## src/rtl/can_stuff_engine.sv

```systemverilog
// CAN bit-stuffing engine: inserts stuff bits on transmit, removes and checks them on receive.
// All bit processing advances on sample_point; a stuff violation latches ERR until sync_clr.
module can_stuff_engine #(
    parameter int RUN_LEN = 5,
    parameter int CW      = $clog2(RUN_LEN + 1)
) (
    input  logic          clk,
    input  logic          rst_n,
    input  logic          sample_point,
    input  logic          mode,
    input  logic          stuff_en,
    input  logic          sync_clr,
    input  logic          tx_bit,
    input  logic          tx_valid,
    output logic          tx_ready,
    output logic          tx_out,
    output logic          tx_stuffed,
    output logic          tx_underrun,
    input  logic          rx_bit,
    output logic          rx_data,
    output logic          rx_data_valid,
    output logic          rx_stuff_drop,
    output logic          stuff_err,
    output logic          err_state,
    output logic [CW-1:0] run_count
);

    localparam logic [CW-1:0] RUN_MAX = CW'(RUN_LEN);
    localparam logic [CW-1:0] RUN_ONE = CW'(1);

    typedef enum logic {
        RUN,
        ERR
    } state_t;

    state_t        state, state_next;
    logic          prev_bit, prev_next;
    logic [CW-1:0] run_cnt, run_next;
    logic          pending;
    logic          tx_out_next, tx_stuffed_next, rx_data_next;
    logic          underrun_next, valid_next, drop_next, err_next;

    // Run length after bit b; held at zero while stuffing is disabled.
    function automatic logic [CW-1:0] run_step(input logic b, input logic p,
                                               input logic [CW-1:0] c, input logic en);
        if (!en)
            return '0;
        if (b == p && c != '0)
            return (c == RUN_MAX) ? c : c + RUN_ONE;
        return RUN_ONE;
    endfunction

    assign pending   = stuff_en & (run_cnt == RUN_MAX);
    assign tx_ready  = sample_point & mode & ~pending;
    assign err_state = (state == ERR);
    assign run_count = run_cnt;

    always_comb begin
        state_next      = state;
        prev_next       = prev_bit;
        run_next        = run_cnt;
        tx_out_next     = tx_out;
        tx_stuffed_next = tx_stuffed;
        rx_data_next    = rx_data;
        underrun_next   = 1'b0;
        valid_next      = 1'b0;
        drop_next       = 1'b0;
        err_next        = 1'b0;

        if (sync_clr) begin
            run_next   = '0;
            prev_next  = 1'b1;
            state_next = RUN;
        end else if (sample_point) begin
            if (mode) begin
                if (pending) begin
                    tx_out_next     = ~prev_bit;
                    tx_stuffed_next = 1'b1;
                    run_next        = RUN_ONE;
                    prev_next       = ~prev_bit;
                end else if (tx_valid) begin
                    tx_out_next     = tx_bit;
                    tx_stuffed_next = 1'b0;
                    run_next        = run_step(tx_bit, prev_bit, run_cnt, stuff_en);
                    prev_next       = tx_bit;
                end else begin
                    tx_out_next     = 1'b1;
                    tx_stuffed_next = 1'b0;
                    underrun_next   = 1'b1;
                    run_next        = run_step(1'b1, prev_bit, run_cnt, stuff_en);
                    prev_next       = 1'b1;
                end
            end else if (state == RUN) begin
                if (pending && rx_bit != prev_bit) begin
                    drop_next = 1'b1;
                    run_next  = RUN_ONE;
                    prev_next = rx_bit;
                end else if (pending) begin
                    err_next   = 1'b1;
                    state_next = ERR;
                end else begin
                    rx_data_next = rx_bit;
                    valid_next   = 1'b1;
                    run_next     = run_step(rx_bit, prev_bit, run_cnt, stuff_en);
                    prev_next    = rx_bit;
                end
            end
        end
    end

    always_ff @(posedge clk or negedge rst_n) begin
        if (!rst_n)
            state <= RUN;
        else
            state <= state_next;
    end

    always_ff @(posedge clk or negedge rst_n) begin
        if (!rst_n) begin
            prev_bit      <= 1'b1;
            run_cnt       <= '0;
            tx_out        <= 1'b1;
            tx_stuffed    <= 1'b0;
            rx_data       <= 1'b1;
            tx_underrun   <= 1'b0;
            rx_data_valid <= 1'b0;
            rx_stuff_drop <= 1'b0;
            stuff_err     <= 1'b0;
        end else begin
            prev_bit      <= prev_next;
            run_cnt       <= run_next;
            tx_out        <= tx_out_next;
            tx_stuffed    <= tx_stuffed_next;
            rx_data       <= rx_data_next;
            tx_underrun   <= underrun_next;
            rx_data_valid <= valid_next;
            rx_stuff_drop <= drop_next;
            stuff_err     <= err_next;
        end
    end

endmodule

```

## config.mk

```make
export PLATFORM = sky130hd
export DESIGN_NAME = can_stuff_engine
export DESIGN_NICKNAME = d
export VERILOG_FILES = /design/src/rtl/can_stuff_engine.sv
export SDC_FILE = /design/constraint.sdc
export NUM_CORES = 1
export LEC_CHECK = 0
export BUFFER_PORTS_ARGS = -buffer_cell sky130_fd_sc_hd__buf_2
export CAP_MARGIN = 5
export CORE_MARGIN = 3
export CORE_UTILIZATION = 46
export CTS_BUF_LIST = sky130_fd_sc_hd__clkbuf_4
export DETAILED_ROUTE_END_ITERATION = 16
export GPL_TIMING_DRIVEN = 0
export PLACE_DENSITY = 0.87
export RECOVER_POWER = 25
export SYNTH_ARGS = -nofsm -noshare
export SYNTH_HDL_FRONTEND = slang
export SYNTH_SLANG_ARGS = --single-unit
```

## constraint.sdc

```tcl
create_clock -name clk -period 1.57 [get_ports clk]
set_input_delay 0.314 -clock clk [delete_from_list [all_inputs] [get_ports clk]]
set_output_delay 0.314 -clock clk [all_outputs]
set_load 0.01 [all_outputs]
```

==> results.yml <==
clock_tree:
  clock_latency_ps: 280
  h-tree-depth: 1
  cts_buffers: 3
  clk_pin_slew_ps: 80
  cts_buffer_depth: 2
  cts_root_buffer: "clkbuf_4"
  cts_sinks: 12
  cts_tree: "yes"
route:
  drc: 0
  drtAntennaViolNets: 0
  vias: 620
  wl_per_cell_um: 14.39
  finalWirelength_um: 1626
  routed_via_density: 5.487
  drtPass1Iterations: 4
  drtIter0Drc: 13
die:
  die_w_um: 44.72
  core_mm2: 0.001350
  die_area_mm2: 0.001999
  rows: 13
  die_h_um: 44.72
  start_util_pct: 51.07
  top_level_ports: 21
power_and_ir_drop:
  power.density_mw_per_mm2: 742.6
  switchingPower_mw: 0.1993
  comb_power_share_pct: 21.6
  leakagePower_nw: 0.4608
  p_int_mw: 0.5198
  switching_share_pct: 27.72
  pwr-share-seq_pct: 47.6
  pwr-share-clk_pct: 30.8
  peakVddDrop_uv: 673.7
place:
  placed_cell_area_um2: 827.0
  place_hpwl_um: 1037
  gp_congestion: 0.8655
  portBuffers: 20
sta:
  skew_ps: 10.67
  fin_crit_sh_pct: 103.5
  whs_ps: 208.8
  fmax_mhz: 615.3
  finalSetupViolations: 5
  slew_headroom_pct: 55.37
  layout_min_cycle_time_ps: 1625
  report.final.slew_viol_count: 0
  worst_slack_ps: -55.31
  tns_ps: -176.1
  tightestPinTransition_ps: 669.5
  rsz0062_at_grt: "true"
  hold_viol: 0
grt:
  gr-total-overflow: 0
  grt_pass1_wl_um: 2656
  grt_max_degree: 13
  use_met3_pct: 4.781
  antenna_found_initial: 0
  use_met1_pct: 21.61
  grtUsageTotal_pct: 18.68
  grt_pass1_vias: 603
  globalRouteMet2Util_pct: 33.52
  top_usage_layer: "met2"
yosys:
  syn_nets: 78
  synth_cells: 66
  ys_seq_area_share_pct: 44.10
  ys_warn_count: 0
  synth.ff_latch_count: 12
  ys_types: 31
  syn_area_um2: 689.4
  avgSynthCellArea_um2: 10.45
finish:
  nFillCells: 103
  fin_nets: 111
  utilization_pct: 71.73
  syn2layout_area_growth_pct: 40.47
  regArea_um2: 306.5
  drive_gt1_share_pct: 51.02
  multi_input_area_um2: 426.7
  stdcell_area_um2: 968.4
  diodes: 0
outcome:
  status: "finished with violations"
  violations: "negative setup slack"
job:
  drv_cap: 0
setup_path:
  reg2reg_slack_ps: -60
  reg2reg_to: "run_count[1]$_DFFE_PN0P_"
  r2r_start: "run_count[1]$_DFFE_PN0P_"
  cp-start-kind: "flip-flop"
  required_ps: 1740
  worstPathMaxFanout: 5
  worstRegToRegCells: 7
  cp.arrival_ps: 1800
  end_kind: "flip-flop"
  crit_type: "flip-flop to flip-flop"
min_path:
  hold_depth: 2
  holdCritPathClass: "input pin to flip-flop"
  hold_start: "tx_valid"
  hold_end: "tx_underrun$_DFF_PN0_"
==> sequential cells by signal, summed over array words and instances (netlist names) <==
name / flops
tx_out: 1
rx_data_valid: 1
rx_stuff_drop: 1
err_state: 1
tx_stuffed: 1
tx_underrun: 1
rx_data: 1
stuff_err: 1
run_count: 3
prev_bit: 1
==> cell usage in the layout, fill, tap and decap left out, drive strengths merged, types with 2 or more instances in the layout <==
cell type	count
nor2b	5
dfstp	3
xor2	2
inv	2
buf	27
nor2	6
clkbuf	6
nand2	6
nor3b	3
dfrtp	9
mux2	2
a21oi	2
ha	3
nor3	3
and3	2
o21ai	3
==> worst max path at each step <==
| stage | from | to | slack [ps] |
|---|---|---|---|
| after floorplan | run_count[1]$_DFFE_PN0P_ | run_count[1]$_DFFE_PN0P_ | -90 |
| after global placement | run_count[1]$_DFFE_PN0P_ | run_count[1]$_DFFE_PN0P_ | -170 |
| after detailed placement | run_count[1]$_DFFE_PN0P_ | run_count[1]$_DFFE_PN0P_ | -220 |
| after CTS | run_count[1]$_DFFE_PN0P_ | run_count[1]$_DFFE_PN0P_ | -60 |
| after global routing | run_count[0]$_DFFE_PN0P_ | run_count[2]$_DFFE_PN0P_ | -140 |
| final | run_count[1]$_DFFE_PN0P_ | run_count[1]$_DFFE_PN0P_ | -60 |
==> critical path, cell delays in order (launching register included) <==
cell      delay (ps)
dfrtp_1          410
inv_2             80
ha_4             150
and3_4           190
nand2_4           50
a221oi_4         330
nor3b_2           90
a32o_1           220
==> stage by stage <==
stage	worst slack (ps)	std cells	power (mW)
6_report	-55.31	113	0.7192
5_1_grt	-135.9	113	0.7526
4_1_cts	-55.50	113	0.7083
3_5_place_dp	-219.7	101	0.4761
3_3_place_gp	-169.2	101	0.4721
2_1_floorplan	-94.34	66	0.4280
==> power by group through the flow <==
| stage | registers [mW] | logic (mW) | clock network [mW] |
|---|---|---|---|
| CTS | 0.342 | 0.147 | 0.219 |
| global placement | 0.350 | 0.123 | 0 |
| floorplan | 0.357 | 0.0712 | 0 |
| finish | 0.343 | 0.155 | 0.222 |
| global route | 0.344 | 0.169 | 0.240 |
| detailed placement | 0.350 | 0.126 | 0 |
==> cells by family after synthesis <==
logic type	Yosys count	share of synthesized area, %
fa+ha+maj	3	5.445
simple gates	30	24.68
flops	12	44.10
compound gates	11	13.43
xor+xnor	3	4.901
buf+inv	4	2.723
mux	3	4.719
==> per-layer routing <==
metal	share of wire (%)	routed length [um]
met4	1.3	21
met5	0	0
met2	51	830
met1	41	674
met3	6.1	99
==> what timing repair did <==
action | 4_1_cts | 5_1_grt
pin swaps | 2 | 1
setup endpoints to repair | 5 | 6
gates resized for setup | 6 | 5
hold buffers | 1 | 0
hold endpoints to repair | 9 | 0
buffers inserted | 7 | 0
==> area by class of cell <==
| cell class | count | share of cell area [%] |
|---|---|---|
| Buffer | 2 | 1.163 |
| Clock buffer | 4 | 3.101 |
| Tap cell | 15 | 1.938 |
| Timing Repair Buffer | 28 | 17.31 |
| Inverter | 2 | 0.7752 |
| Sequential cell | 12 | 31.65 |
| Multi-Input combinational cell | 50 | 44.06 |
==> cells in the mapped netlist <==
library cell  number  area (um2)
a221oi_4           1       26.28
nor3b_1            3       22.52
dfstp_2            3       78.83
mux2i_1            1       10.01
nand4_1            1       6.260
buf_4              1       7.510
nand3_1            1       5.000
nand2_2            1       6.260
mux2_2             2       22.52
or4b_1             1       10.01
o21ai_0            3       15.01
a31oi_1            1       6.260
nor3_1             3       15.01
xnor2_2            1       16.27
nand3b_1           1       7.510
inv_1              2       7.510
and3_1             1       6.260
and2b_1            1       7.510
nor2_1             6       22.52
nor2b_1            5       31.28
ha_1               3       37.54
dfrtp_1            9       225.2
nand2_1            5       18.77
a32o_1             1       10.01
a21oi_1            2       10.01
o311ai_0           1       8.760
and3_4             1       11.26
xor2_1             2       17.52
a211oi_1           1       7.510
o22a_1             1       8.760
clkbuf_1           1       3.750
Power figures use the tool's default switching activity.
